==> config.mk <==
export PLATFORM = sky130hd
export DESIGN_NAME = anf_fl_tex_mem_arb_flat
export DESIGN_NICKNAME = d
export VERILOG_FILES = /design/src/rtl/anf_fl_tex_mem_arb_if.sv /design/src/rtl/anf_fl_tex_mem_arb.sv /design/src/flat_wrapper.sv
export SDC_FILE = /design/constraint.sdc
export NUM_CORES = 1
export LEC_CHECK = 0
export ABC_AREA = 1
export CELL_PAD_IN_SITES_DETAIL_PLACEMENT = 1
export CELL_PAD_IN_SITES_GLOBAL_PLACEMENT = 1
export CORE_MARGIN = 4
export CORE_UTILIZATION = 26
export CTS_CLUSTER_SIZE = 8
export DETAILED_ROUTE_END_ITERATION = 10
export PLACE_DENSITY = 0.87
export SLEW_MARGIN = 5
export SYNTH_ARGS = -nofsm -noshare
export SYNTH_HDL_FRONTEND = slang
export SYNTH_SLANG_ARGS = --single-unit
==> constraint.sdc <==
create_clock -name clk -period 3 [get_ports clk]
set_input_delay 0.45 -clock clk [delete_from_list [all_inputs] [get_ports clk]]
set_output_delay 0.45 -clock clk [all_outputs]
set_load 0.01 [all_outputs]
==> src/rtl/anf_fl_tex_mem_arb_if.sv <==
// Texture fetch client / memory read bus bundle for anf_fl_tex_mem_arb.
// slave  : the arbiter's view (clients in, memory requests out).
// master : the environment's view (client requests and memory model).
interface anf_fl_tex_mem_arb_if #(
  parameter int unsigned NUM_REQ = 2,
  parameter int unsigned ADDR_W  = 32,
  parameter int unsigned DATA_W  = 64
);
  logic [NUM_REQ-1:0]        req_valid;
  logic [NUM_REQ*ADDR_W-1:0] req_addr;
  logic [NUM_REQ-1:0]        req_ready;
  logic [NUM_REQ-1:0]        resp_valid;
  logic [DATA_W-1:0]         resp_data;
  logic                      mem_rd_req;
  logic [ADDR_W-1:0]         mem_rd_addr;
  logic                      mem_rd_ack;
  logic                      mem_rd_valid;
  logic [DATA_W-1:0]         mem_rd_data;
  logic                      err_orphan;

  modport slave (
    input  req_valid, req_addr, mem_rd_ack, mem_rd_valid, mem_rd_data,
    output req_ready, resp_valid, resp_data, mem_rd_req, mem_rd_addr, err_orphan
  );

  modport master (
    output req_valid, req_addr, mem_rd_ack, mem_rd_valid, mem_rd_data,
    input  req_ready, resp_valid, resp_data, mem_rd_req, mem_rd_addr, err_orphan
  );
endinterface

==> src/rtl/anf_fl_tex_mem_arb.sv <==
// Texture unit memory read arbiter: round-robin grant over NUM_REQ fetch clients,
// up to MAX_OUT reads in flight, in-order responses routed back via a tag FIFO.
// Optional feature macro: ANFFL_TEX_ARB_META_PRIO_EN gives port 0 (metadata)
// absolute priority; the remaining ports stay round-robin and port-0 grants do
// not move the round-robin pointer.
module anf_fl_tex_mem_arb #(
  parameter int unsigned NUM_REQ = 2,
  parameter int unsigned ADDR_W  = 32,
  parameter int unsigned DATA_W  = 64,
  parameter int unsigned MAX_OUT = 4
) (
  input logic                 clk,
  input logic                 reset,
  anf_fl_tex_mem_arb_if.slave bus
);

  localparam int unsigned IDX_W = (NUM_REQ > 1) ? $clog2(NUM_REQ) : 1;
  localparam int unsigned PTR_W = (MAX_OUT > 1) ? $clog2(MAX_OUT) : 1;
  localparam int unsigned CNT_W = PTR_W + 1;

  typedef enum logic {
    IDLE  = 1'b0,
    ISSUE = 1'b1
  } state_t;

  state_t             state;
  state_t             stateNxt;

  logic [CNT_W-1:0]   count;
  logic [CNT_W-1:0]   cntAfter;
  logic [PTR_W-1:0]   headPtr;
  logic [PTR_W-1:0]   tailPtr;
  logic [IDX_W-1:0]   tagMem [MAX_OUT];
  logic [IDX_W-1:0]   headIdx;

  logic [IDX_W-1:0]   rrPtr;
  logic [IDX_W-1:0]   curIdx;
  logic [IDX_W-1:0]   grantIdx;
  logic [ADDR_W-1:0]  grantAddr;
  logic [ADDR_W-1:0]  memRdAddr;
  logic [NUM_REQ-1:0] grantOh;
  logic [NUM_REQ-1:0] headOh;
  logic [NUM_REQ-1:0] respValid;
  logic [DATA_W-1:0]  respData;
  logic               errOrphan;

  logic               push;
  logic               pop;
  logic               eligible;
  logic               grantAny;
  logic               grantOk;
  logic               rrAdv;

  // Tag FIFO occupancy after this cycle's push/pop decides whether a new grant fits
  always_comb begin
    push     = (state == ISSUE) && bus.mem_rd_ack;
    pop      = bus.mem_rd_valid && (count != '0);
    cntAfter = count + CNT_W'(push) - CNT_W'(pop);
    eligible = cntAfter < CNT_W'(MAX_OUT);
  end

  // Round-robin search from rrPtr upward, wrapping at NUM_REQ-1
  always_comb begin
    int unsigned          cand;
    logic [IDX_W-1:0]     candIdx;
    cand     = 0;
    candIdx  = '0;
    grantAny = 1'b0;
    grantIdx = '0;
    for (int unsigned k = 0; k < NUM_REQ; k++) begin
      cand = 32'(rrPtr) + k;
      if (cand >= NUM_REQ) cand = cand - NUM_REQ;
      candIdx = IDX_W'(cand);
`ifdef ANFFL_TEX_ARB_META_PRIO_EN
      if (!grantAny && bus.req_valid[candIdx] && (candIdx != '0)) begin
`else
      if (!grantAny && bus.req_valid[candIdx]) begin
`endif
        grantAny = 1'b1;
        grantIdx = candIdx;
      end
    end
`ifdef ANFFL_TEX_ARB_META_PRIO_EN
    if (bus.req_valid[0]) begin
      grantAny = 1'b1;
      grantIdx = '0;
    end
`endif
  end

  // Winner address mux and one-hot decodes of the winner and the FIFO head tag
  assign headIdx = tagMem[headPtr];

  always_comb begin
    grantAddr = '0;
    grantOh   = '0;
    headOh    = '0;
    for (int unsigned i = 0; i < NUM_REQ; i++) begin
      if (grantIdx == IDX_W'(i)) begin
        grantAddr  = bus.req_addr[i*ADDR_W +: ADDR_W];
        grantOh[i] = 1'b1;
      end
      if (headIdx == IDX_W'(i)) headOh[i] = 1'b1;
    end
  end

  // A grant needs a free request slot: IDLE, or ISSUE whose request is acked now
  assign grantOk = grantAny && eligible && ((state == IDLE) || bus.mem_rd_ack);

`ifdef ANFFL_TEX_ARB_META_PRIO_EN
  assign rrAdv = grantOk && (grantIdx != '0);
`else
  assign rrAdv = grantOk;
`endif

  // Next-state logic: IDLE waits for a grant, ISSUE holds until acked
  always_comb begin
    stateNxt = state;
    case (state)
      IDLE:    if (grantOk) stateNxt = ISSUE;
      ISSUE:   if (bus.mem_rd_ack && !grantOk) stateNxt = IDLE;
      default: stateNxt = IDLE;
    endcase
  end

  // State register
  always_ff @(posedge clk or negedge reset) begin
    if (!reset) state <= IDLE;
    else        state <= stateNxt;
  end

  // Registered request address/owner and round-robin pointer
  always_ff @(posedge clk or negedge reset) begin
    if (!reset) begin
      memRdAddr <= '0;
      curIdx    <= '0;
      rrPtr     <= '0;
    end else begin
      if (grantOk) begin
        memRdAddr <= grantAddr;
        curIdx    <= grantIdx;
      end
      if (rrAdv) begin
        rrPtr <= (grantIdx == IDX_W'(NUM_REQ - 1)) ? '0 : grantIdx + IDX_W'(1);
      end
    end
  end

  // Tag FIFO pointers and occupancy
  always_ff @(posedge clk or negedge reset) begin
    if (!reset) begin
      count   <= '0;
      headPtr <= '0;
      tailPtr <= '0;
    end else begin
      count <= cntAfter;
      if (push) tailPtr <= tailPtr + PTR_W'(1);
      if (pop)  headPtr <= headPtr + PTR_W'(1);
    end
  end

  // Tag storage; contents are only meaningful between push and pop
  always_ff @(posedge clk) begin
    if (push) tagMem[tailPtr] <= curIdx;
  end

  // Response strobe/data one cycle after memory return; sticky orphan flag
  always_ff @(posedge clk or negedge reset) begin
    if (!reset) begin
      respValid <= '0;
      respData  <= '0;
      errOrphan <= 1'b0;
    end else begin
      respValid <= pop ? headOh : '0;
      if (pop) respData <= bus.mem_rd_data;
      if (bus.mem_rd_valid && (count == '0)) errOrphan <= 1'b1;
    end
  end

  assign bus.req_ready   = (grantOk && reset) ? grantOh : '0;
  assign bus.mem_rd_req  = (state == ISSUE);
  assign bus.mem_rd_addr = memRdAddr;
  assign bus.resp_valid  = respValid;
  assign bus.resp_data   = respData;
  assign bus.err_orphan  = errOrphan;

endmodule

==> src/flat_wrapper.sv <==
// flat-port wrapper written by rule: the top's interface ports become plain ports
module anf_fl_tex_mem_arb_flat 
#(
  parameter int unsigned NUM_REQ = 2,
  parameter int unsigned ADDR_W  = 32,
  parameter int unsigned DATA_W  = 64,
  parameter int unsigned MAX_OUT = 4
)
  (clk, reset, bus_req_valid, bus_req_addr, bus_mem_rd_ack, bus_mem_rd_valid, bus_mem_rd_data, bus_req_ready, bus_resp_valid, bus_resp_data, bus_mem_rd_req, bus_mem_rd_addr, bus_err_orphan);
  anf_fl_tex_mem_arb_if #(.NUM_REQ(NUM_REQ), .ADDR_W(ADDR_W), .DATA_W(DATA_W)) bus_i ();
  input logic clk;
  input logic reset;
  input wire logic [$bits(bus_i.req_valid)-1:0] bus_req_valid;
  input wire logic [$bits(bus_i.req_addr)-1:0] bus_req_addr;
  input wire logic [$bits(bus_i.mem_rd_ack)-1:0] bus_mem_rd_ack;
  input wire logic [$bits(bus_i.mem_rd_valid)-1:0] bus_mem_rd_valid;
  input wire logic [$bits(bus_i.mem_rd_data)-1:0] bus_mem_rd_data;
  output wire logic [$bits(bus_i.req_ready)-1:0] bus_req_ready;
  output wire logic [$bits(bus_i.resp_valid)-1:0] bus_resp_valid;
  output wire logic [$bits(bus_i.resp_data)-1:0] bus_resp_data;
  output wire logic [$bits(bus_i.mem_rd_req)-1:0] bus_mem_rd_req;
  output wire logic [$bits(bus_i.mem_rd_addr)-1:0] bus_mem_rd_addr;
  output wire logic [$bits(bus_i.err_orphan)-1:0] bus_err_orphan;
  assign bus_i.req_valid = bus_req_valid;
  assign bus_i.req_addr = bus_req_addr;
  assign bus_i.mem_rd_ack = bus_mem_rd_ack;
  assign bus_i.mem_rd_valid = bus_mem_rd_valid;
  assign bus_i.mem_rd_data = bus_mem_rd_data;
  assign bus_req_ready = bus_i.req_ready;
  assign bus_resp_valid = bus_i.resp_valid;
  assign bus_resp_data = bus_i.resp_data;
  assign bus_mem_rd_req = bus_i.mem_rd_req;
  assign bus_mem_rd_addr = bus_i.mem_rd_addr;
  assign bus_err_orphan = bus_i.err_orphan;
  anf_fl_tex_mem_arb #(.NUM_REQ(NUM_REQ), .ADDR_W(ADDR_W), .DATA_W(DATA_W), .MAX_OUT(MAX_OUT)) u_core (.clk(clk), .reset(reset), .bus(bus_i));
endmodule
# Word level (Yosys, flattened, before mapping)
# Memories as Yosys holds them, arrays and structs flattened.
# Index checks and enable logic that the tools add are counted.
# W data, S select, Z words.
[word_totals] ff_bits=109 ram_bits=4 inputBits=134 out_inout_bits=102 elab_cells=61 mem_count=1
[mem_list] name="u_core.tagMem" words=4 word_bits=1 read_ports=1 rd_clocked_by_memory_dff=0 write_ports=1 line="anf_fl_tex_mem_arb.sv:33" source="logic [IDX_W-1:0] tagMem [MAX_OUT];"
[op_classes] add_sub_neg=8 n_lt_le_gt_ge=5 n_mux=23 n_bitwise=1 reduce_logical=13
[ops] cell="$mux W32" n=1
[ops] cell="$mux W1" n=19
[ops] cell="$logic_and A1 B1 Y1" n=8
[ops] cell="$add A2 B1 Y2 const B" n=2
[ops] cell="$lt A1 B2 Y1 const B" n=2
[ops] cell="$mux W2" n=2
[ops] cell="$add A3 B1 Y3" n=1
[ops] cell="$logic_not A3 Y1" n=1
[ops] cell="$lt A3 B3 Y1 const B" n=1
[ops] cell="$reduce_bool A3 Y1" n=1
[ops] cell="$sub A3 B1 Y3" n=1
[ops] cell="$add A1 B1 Y2 const B" n=1
[ops] cell="$ge A1 B2 Y1 const B" n=1
[ops] cell="$ge A2 B2 Y1 const B" n=1
[ops] cell="$logic_not A1 Y1" n=2
[ops] cell="$pmux W1 S2" n=1
[ops] cell="$sub A1 B1 Y1 const B" n=2
[ops] cell="$add A1 B1 Y1 const B" n=1
[ops] cell="$logic_or A1 B1 Y1" n=1
[ops] cell="$not A1 Y1" n=1

# Longest topological paths before layout
[depth] ltp_word=14 depth_mapped=18 mapped_depth_nobuf=16

# Worst setup path before layout
# Ideal clock, no wire load.
[synth_timing] kind="register -> output" start="register u_core.count[1]" end="output port bus_req_ready[0]" arrival_ns=2.608 required_time_ns=2.550 setup_slack_ns=-0.058 stages_incl_launch_ff=16 cell_sequence="dfrtp_1 > inv_2 > nand3_1 > nand2_1 > inv_1 > buf_2 > ha_1 > inv_1 > ha_1 > fa_1 > inv_1 > nand2_1 > nand3_1 > nand4_2 > buf_2 > nor3_1"
[synth_between] elab_chain_cells=8
[synth_rtl] item="start: declaration" line="anf_fl_tex_mem_arb.sv:29" source="logic [CNT_W-1:0] count;"
[synth_rtl] item="start signal: assignment" line="anf_fl_tex_mem_arb.sv:156" source="count <= cntAfter;"
[synth_rtl] item="$reduce_bool A3 Y1" line="anf_fl_tex_mem_arb.sv:57" source="pop = bus.mem_rd_valid && (count != '0);"
[synth_rtl] item="$logic_and A1 B1 Y1" line="anf_fl_tex_mem_arb.sv:57"
[synth_rtl] item="named net u_core.pop" line="anf_fl_tex_mem_arb.sv:48" source="logic pop;"
[synth_rtl] item="$sub A3 B1 Y3" line="anf_fl_tex_mem_arb.sv:58" source="cntAfter = count + CNT_W'(push) - CNT_W'(pop);"
[synth_rtl] item="$lt A3 B3 Y1" line="anf_fl_tex_mem_arb.sv:59" source="eligible = cntAfter < CNT_W'(MAX_OUT);"
[synth_rtl] item="$logic_and A1 B1 Y1 (2 in a row)" line="anf_fl_tex_mem_arb.sv:108" source="assign grantOk = grantAny && eligible && ((state == IDLE) || bus.mem_rd_ack);"
[synth_rtl] item="$logic_and A1 B1 Y1" line="anf_fl_tex_mem_arb.sv:180" source="assign bus.req_ready = (grantOk && reset) ? grantOh : '0;"
[synth_rtl] item="$mux W2" line="anf_fl_tex_mem_arb.sv:180"
[synth_rtl] item="end: declaration" line="flat_wrapper.sv:18" source="output wire logic [$bits(bus_i.req_ready)-1:0] bus_req_ready;"
# The timed path passes the listed nets, and every way through them passes these cells.

# Worst setup path in the final report
[layout_timing] start="register u_core.count[2]" end="output port bus_req_ready[1]"
[layout_between] elab_chain_cells=8
[layout_rtl] item="branches (longest 2 deep; another with $add A3 B1 Y3)"
[layout_rtl] item="$sub A3 B1 Y3 (*)" line="anf_fl_tex_mem_arb.sv:58"
[layout_rtl] item="$lt A3 B3 Y1 (*)" line="anf_fl_tex_mem_arb.sv:59"
[layout_rtl] item="$logic_and A1 B1 Y1 (*) (2 in a row)" line="anf_fl_tex_mem_arb.sv:108"
[layout_rtl] item="$logic_and A1 B1 Y1 (*)" line="anf_fl_tex_mem_arb.sv:180"
[layout_rtl] item="$mux W2 (*)" line="anf_fl_tex_mem_arb.sv:180"
# Every way passes the cells marked *.

==> impl_metrics.prom <==
# TYPE chip_impl_metric gauge
chip_impl_info{name="outcome",value="completed"} 1
chip_impl_metric{name="post_drt_via_cell_ratio",unit=""} 4.42
chip_impl_metric{name="ff2ff_path_depth",unit=""} 20
chip_impl_metric{name="die_area",unit="sq mm"} 0.0211
chip_impl_info{name="rsz0062_at_grt",value="yes"} 1
chip_impl_metric{name="antenna_found_initial",unit=""} 0
chip_impl_info{name="cts.root.buffer_cell",value="clkbuf_16"} 1
chip_impl_metric{name="netlist_area",unit="sq mm"} 0.00489
chip_impl_metric{name="critical_path_required",unit="ps"} 2550
chip_impl_metric{name="yosysWarningCount",unit=""} 0
chip_impl_metric{name="cts_max_path_buffers",unit=""} 2
chip_impl_metric{name="vias",unit=""} 4831
chip_impl_metric{name="placeableCoreArea",unit="sq mm"} 0.0182
chip_impl_metric{name="number_of_global_route_vias_before_repair",unit=""} 5140
chip_impl_metric{name="synth.avg_cell_area",unit="sq um"} 8.18
chip_impl_metric{name="timing_max_transition_violations_final",unit=""} 0
chip_impl_metric{name="global_route.usage.total",unit=""} 0.161
chip_impl_metric{name="route.detailed.drc",unit=""} 0
chip_impl_info{name="layout.cells.most_common",value="nand2_1"} 1
chip_impl_metric{name="timing.final.hold_violations",unit=""} 0
chip_impl_metric{name="number_of_primary_i_o_pins",unit=""} 236
chip_impl_metric{name="number_of_nets_with_antenna_violations_after_routing",unit=""} 0
chip_impl_metric{name="synth_seq_area_share",unit=""} 0.582
chip_impl_metric{name="die_x_extent",unit="um"} 145
chip_impl_info{name="hold_class",value="input pin to asynchronous set/reset pin"} 1
chip_impl_metric{name="wl_per_cell",unit="um"} 15.4
chip_impl_metric{name="worst_slew_margin_relative_to_its_limit",unit=""} 0.497
chip_impl_metric{name="area.growth.synth_to_final",unit="%"} 68.5
chip_impl_metric{name="numClockSinks",unit=""} 113
chip_impl_metric{name="ctsHoldBuffers",unit=""} 0
chip_impl_metric{name="yosys.cell_types.count",unit=""} 24
chip_impl_metric{name="drv.max_cap_violation_count",unit=""} 0
chip_impl_metric{name="cts_buffers",unit=""} 17
chip_impl_metric{name="setup_viol",unit=""} 0
chip_impl_metric{name="timing.final.crit_period",unit="ps"} 2970
chip_impl_metric{name="htreeDepth",unit=""} 4
chip_impl_info{name="cts_tree",value="yes"} 1
chip_impl_metric{name="p_per_area",unit="mW/mm^2"} 962
chip_impl_metric{name="buffer_ports.inserted",unit=""} 235
chip_impl_info{name="startpoint_type",value="flop"} 1
chip_impl_metric{name="final_core_utilization",unit=""} 0.453
chip_impl_metric{name="cp.arrival",unit="ps"} 2520
chip_impl_metric{name="routed_wirelength",unit="um"} 16800
chip_impl_metric{name="core.rowCount",unit=""} 49
chip_impl_metric{name="final_nets",unit=""} 993
chip_impl_metric{name="grt_max_degree",unit=""} 68
chip_impl_metric{name="dr.pass1.iters",unit=""} 4
chip_impl_metric{name="ys_seq_elements",unit=""} 113
chip_impl_info{name="final_cell_mix",value="nand2_1, clkdlybuf4s50_1, dfrtp_1, nand3_1, buf_4"} 1
chip_impl_metric{name="vdd.ir_drop.worst",unit="V"} 0.000387
chip_impl_metric{name="syn-instance-count",unit=""} 598
chip_impl_metric{name="timing.fmax",unit="MHz"} 336
chip_impl_info{name="critPathCaptureType",value="output port"} 1
chip_impl_metric{name="drt_first_iter_violations",unit=""} 123
chip_impl_metric{name="clkTransAtPathRegs",unit="ps"} 60
chip_impl_metric{name="cp_max_fo",unit=""} 3
chip_impl_metric{name="max_slew.worst_pin.slew",unit="ps"} 755
chip_impl_metric{name="reg2reg_setup_slack",unit="ps"} 270
chip_impl_metric{name="worstSkewPairLatency",unit="ps"} 410
chip_impl_metric{name="initial_core_util",unit=""} 0.269
chip_impl_metric{name="dp.final_hpwl",unit="um"} 12400
chip_impl_metric{name="timing.clock.skew",unit="ps"} 10.8
chip_impl_info{name="worst_r2r_startpoint",value="u_core.count[2]"} 1
chip_impl_metric{name="mappedNetlistNets",unit=""} 739
chip_impl_metric{name="grt_pass1_wl",unit="um"} 27400
chip_impl_metric{name="timing.final.ws_setup",unit="ps"} 25.2
chip_impl_metric{name="die_y",unit="um"} 145
chip_impl_metric{name="routabilityCongestion",unit=""} 0.749
chip_impl_info{name="crit-reg2reg-capture",value="u_core.bus.mem_rd_addr[24]"} 1
chip_impl_metric{name="p_leak",unit="uW"} 0.00406
chip_impl_metric{name="fin_crit_sh",unit=""} 0.992
chip_impl_info{name="critPathKind",value="flop to output port"} 1
chip_impl_metric{name="place_worst_setup_slack",unit="ps"} -543
chip_impl_metric{name="antenna_cells_inserted",unit=""} 0
chip_impl_metric{name="p_total",unit="uW"} 7920
chip_impl_metric{name="grt_overflow",unit=""} 0
chip_impl_metric{name="final_layout_size_suffix_gt1_frac",unit=""} 0.0994
-- stage by stage --
step | hold slack [ps] | instances | cell area (sq um) | TNS, ps
global route | 295 | 1094 | 8240 | -206
detailed placement | 464 | 1054 | 7530 | -3020
CTS | 252 | 1090 | 8190 | -226
finish | 228 | 1094 | 8240 | 0
global placement | 461 | 1054 | 7530 | -1010
floorplan | 154 | 598 | 4890 | -117
-- cells by family (layout without fill, tap and decap cells) --
group | count (synthesis) | in the layout | share of synthesized area
AO/OA/AOI/OAI | 6 | 6 | 0.00742
XOR/XNOR | 2 | 2 | 0.00358
adder cells (fa/ha/maj) | 7 | 7 | 0.0194
buffers and inverters | 50 | 317 | 0.0507
flip-flops | 113 | 113 | 0.582
AND/OR/NAND/NOR | 420 | 420 | 0.337
-- power by group --
group	switching (uW)	leakage (uW)	internal (uW)
Combinational	1770	0.00242	1730
Clock	751	0.000273	1190
Sequential	340	0.00137	2140
-- cell usage after synthesis, drive strengths merged --
cell	n	area share
a21oi	2	0.0020
buf	25	0.031
clkbuf	4	0.0038
dfrtp	109	0.56
edfxtp	4	0.025
fa	1	0.0041
ha	6	0.015
inv	21	0.016
nand2	370	0.28
nand3	37	0.038
nand4	1	0.0026
nor2	10	0.0092
nor3	2	0.0020
o21ai	3	0.0038
o21bai	1	0.0015
xor2	2	0.0036
-- how the worst max path moves through the flow --
| stage | startpoint | endpoint | slack, ps | cells after the start |
|---|---|---|---|---|
| 6_report | u_core.count[2] | bus_req_ready[1] | 30 | 16 |
| 5_1_grt | u_core.count[2] | bus_req_ready[1] | -110 | 14 |
| 4_1_cts | u_core.count[1] | bus_req_ready[0] | -120 | 14 |
| 3_5_place_dp | bus_mem_rd_valid | bus_req_ready[1] | -540 | 13 |
| 3_3_place_gp | bus_mem_rd_valid | bus_req_ready[1] | -520 | 13 |
| 2_1_floorplan | u_core.count[1] | bus_req_ready[0] | -60 | 15 |
-- timing repair --
item / 4_1_cts / 5_1_grt
resized for setup: 24 / 3
endpoints found under the setup margin: 2 / 2
pin swaps: 6 / 7
setup buffers: 4 / 4
-- state kept, by name (all words and copies together), names as in the netlist, 2 cells and up --
| signal | count |
|---|---|
| u_core.tagMem | 4 |
| u_core.tailPtr | 2 |
| u_core.bus.resp_valid | 2 |
| u_core.headPtr | 2 |
| u_core.bus.mem_rd_addr | 32 |
| u_core.count | 3 |
| u_core.bus.resp_data | 64 |
-- worst max-delay path, stage by stage, from the launching register on --
cell and delay (ps):
dfrtp_1 390, inv_2 80, nand3_2 100, nand2_2 90, inv_2 50, ha_4 250, inv_2 40, ha_4 150
fa_2 360, inv_2 80, nand2_4 60, buf_6 110, nand2_2 50, nand2_2 60, nand4_4 80, nor3_2 40
buf_2 150
-- routing by layer --
| metal | track usage | wire (um) | vias up | part of all wire |
|---|---|---|---|---|
| met1 | 0.198 | 7300 | 2271 | 0.43 |
| li1 | - | - | 2330 | - |
| met2 | 0.261 | 7680 | 212 | 0.46 |
| met3 | 0.0639 | 1630 | 18 | 0.097 |
| met5 | 0 | 0 | - | 0 |
| met4 | 0.0508 | 235 | 0 | 0.014 |
-- final cells by class --
cell class              instances  area, sq um
well taps                     229          287
clock inverters                13          126
flip-flops and latches        113         2850
clock buffers                  19          453
inverters                      21         78.8
multi-input cells             435         1870
repair buffers                264         2570
fillers                      2131         9970
(Power assumes the default switching activity.)
